[config.mk]
export PLATFORM = sky130hd
export DESIGN_NAME = motion_centroid_accum
export DESIGN_NICKNAME = d
export VERILOG_FILES = /design/src/rtl/motion_pkg.sv /design/src/rtl/seq_divider.sv /design/src/rtl/motion_centroid_accum.sv
export SDC_FILE = /design/constraint.sdc
export NUM_CORES = 1
export LEC_CHECK = 0
export ABC_AREA = 1
export ABC_CLOCK_PERIOD_IN_PS = 9200
export CAP_MARGIN = 20
export CORE_MARGIN = 1
export CORE_UTILIZATION = 40
export CTS_CLUSTER_SIZE = 30
export DETAILED_ROUTE_END_ITERATION = 6
export PLACE_DENSITY_LB_ADDON = 0.2
export SLEW_MARGIN = 40
export SYNTH_ARGS = -nofsm -noshare
export SYNTH_HDL_FRONTEND = slang
export SYNTH_SLANG_ARGS = --single-unit
[constraint.sdc]
create_clock -name clk -period 9.2 [get_ports clk]
set_input_delay 1.84 -clock clk [delete_from_list [all_inputs] [get_ports clk]]
set_output_delay 1.84 -clock clk [all_outputs]
set_load 0.05 [all_outputs]
[src/rtl/motion_pkg.sv]
// Shared widths and the centroid FSM state type for the motion centroid path.
package motion_pkg;

    localparam int CNT_W         = 19;
    localparam int SUM_W_DEFAULT = 28;

    typedef enum logic [1:0] {
        IDLE,
        DIV_X,
        DIV_Y,
        PUBLISH
    } cent_state_t;

endpackage

[src/rtl/seq_divider.sv]
// Unsigned restoring divider, one quotient bit per clock. The start cycle already
// performs the first step, so a W-bit divide occupies exactly W cycles.
module seq_divider #(
    parameter int W = 28
) (
    input  logic         clk,
    input  logic         reset,
    input  logic         start,
    input  logic [W-1:0] dividend,
    input  logic [W-1:0] divisor,
    output logic         busy,
    output logic         done,
    output logic [W-1:0] quotient
);

    localparam int CW = $clog2(W + 1);

    logic [W-1:0]  rem_reg;
    logic [W-1:0]  quo_reg;
    logic [W-1:0]  dsr_reg;
    logic [CW-1:0] step_reg;
    logic          busy_reg;

    logic [W-1:0]  rem_in;
    logic [W-1:0]  quo_in;
    logic [W-1:0]  dsr_in;
    logic [W:0]    trial;
    logic          trial_ok;
    logic [W-1:0]  rem_next;
    logic [W-1:0]  quo_next;
    logic          last_step;

    // quo_reg shifts the dividend out at the top while quotient bits enter at the bottom
    always_comb begin
        rem_in    = start ? '0 : rem_reg;
        quo_in    = start ? dividend : quo_reg;
        dsr_in    = start ? divisor : dsr_reg;
        trial     = {rem_in, quo_in[W-1]};
        trial_ok  = (trial >= {1'b0, dsr_in});
        rem_next  = trial_ok ? W'(trial - {1'b0, dsr_in}) : trial[W-1:0];
        quo_next  = {quo_in[W-2:0], trial_ok};
        last_step = busy_reg && !start && (step_reg == CW'(W - 1));
    end

    always_ff @(posedge clk or posedge reset) begin
        if (reset) begin
            rem_reg  <= '0;
            quo_reg  <= '0;
            dsr_reg  <= '0;
            step_reg <= '0;
            busy_reg <= 1'b0;
        end else if (start || busy_reg) begin
            rem_reg  <= rem_next;
            quo_reg  <= quo_next;
            dsr_reg  <= dsr_in;
            step_reg <= start ? CW'(1) : step_reg + CW'(1);
            busy_reg <= !last_step;
        end
    end

    // done marks the cycle committing the final bit; quotient is valid from the next cycle
    assign busy     = busy_reg;
    assign done     = last_step;
    assign quotient = quo_reg;

endmodule

[src/rtl/motion_centroid_accum.sv]
// Per-frame centre of mass of motion pixels: accumulate during the scan, divide
// during blanking, publish a stable centroid for the following frame.
module motion_centroid_accum
    import motion_pkg::*;
#(
    parameter int IMG_W     = 160,
    parameter int IMG_H     = 120,
    parameter int H_ACTIVE  = 640,
    parameter int V_ACTIVE  = 480,
    parameter int MIN_COUNT = 16,
    parameter int SUM_W     = SUM_W_DEFAULT
) (
    input  logic             clk,
    input  logic             reset,
    input  logic             DE,
    input  logic [9:0]       x_pixel,
    input  logic [9:0]       y_pixel,
    input  logic             motion_flag,
    output logic [9:0]       com_x,
    output logic [9:0]       com_y,
    output logic             com_valid,
    output logic             frame_done,
    output logic [CNT_W-1:0] motion_count,
    output logic             overrun
);

    localparam logic [9:0]       IMG_W_L  = 10'(IMG_W);
    localparam logic [9:0]       IMG_H_L  = 10'(IMG_H);
    localparam logic [9:0]       X_LAST   = 10'(H_ACTIVE - 1);
    localparam logic [9:0]       Y_LAST   = 10'(V_ACTIVE - 1);
    localparam logic [CNT_W-1:0] MIN_CNT  = CNT_W'(MIN_COUNT);

    cent_state_t      state_reg, state_next;

    logic             hit;
    logic             fe;
    logic [SUM_W-1:0] sum_x_reg, sum_y_reg;
    logic [SUM_W-1:0] sum_x_inc, sum_y_inc;
    logic [CNT_W-1:0] cnt_reg, cnt_inc;

    logic [SUM_W-1:0] snap_sum_x_reg, snap_sum_y_reg;
    logic [CNT_W-1:0] snap_cnt_reg;
    logic             snap_valid;

    logic             div_start;
    logic             div_busy;
    logic             div_done;
    logic [SUM_W-1:0] div_dividend;
    logic [SUM_W-1:0] div_quotient;
    logic [9:0]       quot_x_reg;
    logic             unused_quot_hi;

    logic [9:0]       com_x_reg, com_y_reg;
    logic             com_valid_reg;
    logic             frame_done_reg;
    logic [CNT_W-1:0] motion_count_reg;
    logic             overrun_reg;

    // The _inc values fold in the current pixel, so the frame-end pixel lands in its own frame
    always_comb begin
        hit       = DE && motion_flag && (x_pixel < IMG_W_L) && (y_pixel < IMG_H_L);
        fe        = DE && (x_pixel == X_LAST) && (y_pixel == Y_LAST);
        sum_x_inc = sum_x_reg + (hit ? SUM_W'(x_pixel) : '0);
        sum_y_inc = sum_y_reg + (hit ? SUM_W'(y_pixel) : '0);
        cnt_inc   = cnt_reg + (hit ? CNT_W'(1) : '0);
    end

    always_ff @(posedge clk or posedge reset) begin
        if (reset) begin
            sum_x_reg <= '0;
            sum_y_reg <= '0;
            cnt_reg   <= '0;
        end else if (fe) begin
            sum_x_reg <= '0;
            sum_y_reg <= '0;
            cnt_reg   <= '0;
        end else begin
            sum_x_reg <= sum_x_inc;
            sum_y_reg <= sum_y_inc;
            cnt_reg   <= cnt_inc;
        end
    end

    // A frame end that finds the FSM busy is dropped; only the overrun pulse records it
    always_ff @(posedge clk or posedge reset) begin
        if (reset) begin
            snap_sum_x_reg <= '0;
            snap_sum_y_reg <= '0;
            snap_cnt_reg   <= '0;
        end else if (fe && (state_reg == IDLE)) begin
            snap_sum_x_reg <= sum_x_inc;
            snap_sum_y_reg <= sum_y_inc;
            snap_cnt_reg   <= cnt_inc;
        end
    end

    assign snap_valid = (snap_cnt_reg >= MIN_CNT);

    always_ff @(posedge clk or posedge reset) begin
        if (reset) begin
            state_reg <= IDLE;
        end else begin
            state_reg <= state_next;
        end
    end

    always_comb begin
        state_next   = state_reg;
        div_start    = 1'b0;
        div_dividend = snap_sum_x_reg;
        case (state_reg)
            IDLE: begin
                if (fe) begin
                    state_next = (cnt_inc >= MIN_CNT) ? DIV_X : PUBLISH;
                end
            end
            DIV_X: begin
                div_start = !div_busy;
                if (div_done) begin
                    state_next = DIV_Y;
                end
            end
            DIV_Y: begin
                div_start    = !div_busy;
                div_dividend = snap_sum_y_reg;
                if (div_done) begin
                    state_next = PUBLISH;
                end
            end
            PUBLISH: begin
                state_next = IDLE;
            end
            default: begin
                state_next = IDLE;
            end
        endcase
    end

    seq_divider #(
        .W(SUM_W)
    ) u_div (
        .clk      (clk),
        .reset    (reset),
        .start    (div_start),
        .dividend (div_dividend),
        .divisor  (SUM_W'(snap_cnt_reg)),
        .busy     (div_busy),
        .done     (div_done),
        .quotient (div_quotient)
    );

    // Quotient never exceeds the image size, so only the low 10 bits carry information
    assign unused_quot_hi = ^div_quotient[SUM_W-1:10];

    // X result is still on the divider output during the cycle that starts the Y divide
    always_ff @(posedge clk or posedge reset) begin
        if (reset) begin
            quot_x_reg <= '0;
        end else if ((state_reg == DIV_Y) && div_start) begin
            quot_x_reg <= div_quotient[9:0];
        end
    end

    always_ff @(posedge clk or posedge reset) begin
        if (reset) begin
            com_x_reg        <= '0;
            com_y_reg        <= '0;
            com_valid_reg    <= 1'b0;
            frame_done_reg   <= 1'b0;
            motion_count_reg <= '0;
            overrun_reg      <= 1'b0;
        end else begin
            frame_done_reg <= (state_reg == PUBLISH);
            overrun_reg    <= fe && (state_reg != IDLE);
            if (state_reg == PUBLISH) begin
                motion_count_reg <= snap_cnt_reg;
                com_valid_reg    <= snap_valid;
                if (snap_valid) begin
                    com_x_reg <= quot_x_reg;
                    com_y_reg <= div_quotient[9:0];
                end
            end
        end
    end

    assign com_x        = com_x_reg;
    assign com_y        = com_y_reg;
    assign com_valid    = com_valid_reg;
    assign frame_done   = frame_done_reg;
    assign motion_count = motion_count_reg;
    assign overrun      = overrun_reg;

endmodule

==> flow_metrics.py <==
metrics = {
    "drt": {
        "total_iterations_of_the_first_detailed_routing_run": 5,
        "drtAntennaViolNets": 0,
        "num_vias": 14100,
        "drc_errors": 0,
        "first_iter_violations": 875,
        "totalWireLength_um": 44100,
        "avgViaCountPerCell": 4.95,
        "post_drt_wl_per_cell_um": 15.5,
    },
    "layout": {
        "final_common_cell": "sky130_fd_sc_hd__nand2_1",
        "fill_cells": 4123,
        "drive_above_1_share_pct": 5.54,
        "post_layout_nonfiller_instances": 2842,
        "final_cell_mix": "sky130_fd_sc_hd__nand2_1, sky130_fd_sc_hd__inv_1, sky130_fd_sc_hd__dfrtp_1",
        "syn2layout_area_growth_pct": 14.4,
        "antenna_cells": 0,
        "fin_nets": 2367,
    },
    "global_routing": {
        "grt_pass1_wl_um": 72700,
        "globalRoute.totalOverflow": 0,
        "antenna_found_initial": 0,
        "groute.usage.overall_pct": 21.8,
        "first_global_vias": 14000,
        "grt_max_degree": 131,
    },
    "critical_path": {
        "path_max_fanout": 62,
        "worst-r2r-cell-count": 18,
        "cp.required_ns": 9.62,
        "crit_slowest_cell": "sky130_fd_sc_hd__ha_1",
        "reg2reg_slack_ns": 4.51,
        "critPathCaptureType": "flip-flop",
        "timing.critical_path.from_type": "flip-flop",
        "critical_path.cell_chain": "inv_1 -> ha_1 -> nand2_4 -> inv_1 -> buf_4 -> or2_2 -> o21ai_0 -> ha_1 -> nand2_1 -> nor2_1 -> nand2_1 -> nor2_1 -> nand2_1 -> and2_4 -> nand2_4 -> nand3_1 -> nand3_1 -> nand2_1",
        "worst_path_most_repeated_cell": "sky130_fd_sc_hd__nand2_1",
        "crit_type": "reg -> reg",
        "critical_path_arrival_ns": 5.11,
        "critical_path.max_stage_delay_ns": 0.51,
    },
    "timing": {
        "max_clock_freq_ghz": 0.213,
        "layout_worst_path_cycle_share_pct": 51.0,
        "timing.slew.headroom_pct": 47.0,
        "worst_slack_ns": 4.51,
        "tightestPinTransition_ns": 0.795,
        "timing.final.setup_violations": 0,
        "number_of_hold_violations_in_the_final_report": 0,
        "fin_skew_ns": 0.0194,
        "final-max-slew-violation-count": 0,
        "setup_repair_after_global_routing_missed_its_margin": "no",
        "final.setup.tns_ns": 0,
        "finalCriticalPeriod_ns": 4.69,
    },
    "synth": {
        "mappedNetlistArea_um2": 16600,
        "netlist-cell-type-count": 49,
        "ys_ff_latch": 294,
        "edff_count_synth": 0,
        "synth_xor_xnor_area_share_pct": 3.12,
        "synth_mux_area_share_pct": 0.953,
        "synth_simple_gate_area_share_pct": 28.2,
        "postSynthCellCount": 2230,
        "synth-main-ff-cell": "sky130_fd_sc_hd__dfrtp_1",
        "synth_top_family_by_area": "simple AND/OR/NAND/NOR gates",
        "ys_async_sr_fraction_pct": 100,
        "ys_seq_area_share_pct": 44.5,
        "synth-compound-area-share_pct": 9.14,
        "synth.avg_cell_area_um2": 7.42,
        "ys_warn_count": 0,
        "synth_fa_ha_area_share_pct": 4.60,
    },
    "clocking": {
        "clock_tree_root": "sky130_fd_sc_hd__clkbuf_16",
        "worstSkewPairLatency_ns": 0.55,
        "tritoncts": "built",
        "cts_htree_levels": 2,
        "clock_tree.buffer_depth": 3,
        "cts.repair.resized": 0,
        "clock_sinks": 294,
        "clkSlewWorstSetupHoldPaths_ns": 0.06,
        "numCtsBuffers": 36,
        "cts_hold_fix_bufs": 0,
        "cts_post_setup_buffers_inserted": 0,
    },
    "floorplan": {
        "io_pins": 66,
        "die_y_um": 205,
        "core_area_um2": 40800,
        "starting_utilization_of_the_core_area_pct": 40.5,
        "die_w_um": 205,
        "dieArea_um2": 42200,
        "rows": 74,
    },
    "pwr": {
        "static-leakage-power_nw": 10.2,
        "cellPowerDensity_nw_per_um2": 169,
        "maximum_resistive_drop_on_vdd_uv": 131,
    },
    "place": {
        "numPortBuffers": 65,
        "place.gp.congestion": 0.889,
        "placed_cells": 2776,
        "post-dp-hpwl_um": 31800,
        "post-place-ws_ns": 4.10,
    },
    "min_path": {
        "min-delay-path-class": "reg -> reg",
        "worst_hold_path.num_cells": 2,
    },
    "run": {
        "drv_cap": 0,
    },
    "run_status": {
        "status": "finished, final reports clean",
    },
}
[cell families (layout without fill, tap and decap cells)]
| kind of cell | count (synthesis) | in the layout |
|---|---|---|
| multiplexers | 14 | 14 |
| XOR/XNOR | 59 | 59 |
| AND/OR/NAND/NOR | 1123 | 1123 |
| buffers and inverters | 402 | 478 |
| other | 1 | 5 |
| adder cells (fa/ha/maj) | 59 | 59 |
| flip-flops | 294 | 294 |
| AO/OA/AOI/OAI | 278 | 278 |
[layout make-up]
| class | count | area [um2] | area share, % |
|---|---|---|---|
| Multi-Input combinational cell | 1538 | 7650 | 40.4 |
| Sequential cell | 294 | 7360 | 38.8 |
| Inverter | 336 | 1280 | 6.74 |
| Clock buffer | 52 | 1030 | 5.46 |
| Timing Repair Buffer | 78 | 826 | 4.36 |
| Tap cell | 532 | 666 | 3.51 |
| Clock inverter | 12 | 134 | 0.707 |
[report_power, final]
group          switching [mW]  internal [mW]  leakage (nW)
sequential             0.0574           1.36          3.73
clock                   0.565          0.841         0.566
combinational           0.249          0.122          5.93
[path summary, 6_finish.rpt]
path | start | end
worst max-delay path | state_reg[1] | u_div.rem_reg[17]
worst min-delay path | snap_sum_x_reg[1] | snap_sum_x_reg[1]
worst max register to register | state_reg[1] | u_div.rem_reg[17]
worst min register to register | snap_sum_x_reg[1] | snap_sum_x_reg[1]
max in group asynchronous | reset | com_x[4]
min in group asynchronous | reset | cnt_reg[6]
[worst max-delay path, delay by kind of cell (launching register included)]
| family | cells | cell delay, ns |
|---|---|---|
| adder cells (fa/ha/maj) | 2 | 0.99 |
| buffers and inverters | 3 | 0.69 |
| AO/OA/AOI/OAI | 1 | 0.15 |
| flip-flops | 1 | 0.41 |
| AND/OR/NAND/NOR | 12 | 2.28 |
[per-layer routing]
layer | routed length [um] | global-route usage [%]
met2 | 20300 | 35.5
met4 | 1010 | 5.98
met5 | 0 | 0
met3 | 1690 | 3.09
met1 | 21200 | 30.1
[cell usage after synthesis, types with 8 or more instances]
library cell	count	area share (%)
sky130_fd_sc_hd__a21oi_1	79	2.4
sky130_fd_sc_hd__a22oi_1	20	0.91
sky130_fd_sc_hd__and2_1	11	0.42
sky130_fd_sc_hd__buf_2	13	0.39
sky130_fd_sc_hd__clkbuf_1	45	1.0
sky130_fd_sc_hd__dfrtp_1	294	44
sky130_fd_sc_hd__ha_1	56	4.2
sky130_fd_sc_hd__inv_1	326	7.4
sky130_fd_sc_hd__mux2_2	14	0.95
sky130_fd_sc_hd__nand2_1	695	16
sky130_fd_sc_hd__nand3_1	100	3.0
sky130_fd_sc_hd__nand3b_1	9	0.41
sky130_fd_sc_hd__nand4_1	30	1.1
sky130_fd_sc_hd__nor2_1	211	4.8
sky130_fd_sc_hd__nor3_1	18	0.54
sky130_fd_sc_hd__nor4_1	8	0.30
sky130_fd_sc_hd__o21ai_0	102	3.1
sky130_fd_sc_hd__o21ai_1	55	1.7
sky130_fd_sc_hd__or2_2	19	0.72
sky130_fd_sc_hd__xnor2_1	20	1.1
sky130_fd_sc_hd__xor2_1	39	2.1
[per-stage QoR]
stage / util, % / hold slack [ns] / power (mW) / area, um2
6_report: 46.4 / 0.462 / 3.19 / 18900
5_1_grt: 46.4 / 0.488 / 3.33 / 18900
4_1_cts: 46.3 / 0.468 / 3.22 / 18900
3_5_place_dp: 43.4 / 0.453 / 1.80 / 17700
3_3_place_gp: 43.3 / 0.449 / 1.80 / 17700
2_1_floorplan: - / 0.437 / 1.69 / 16600
No activity file was read; power rests on OpenSTA's default activity.
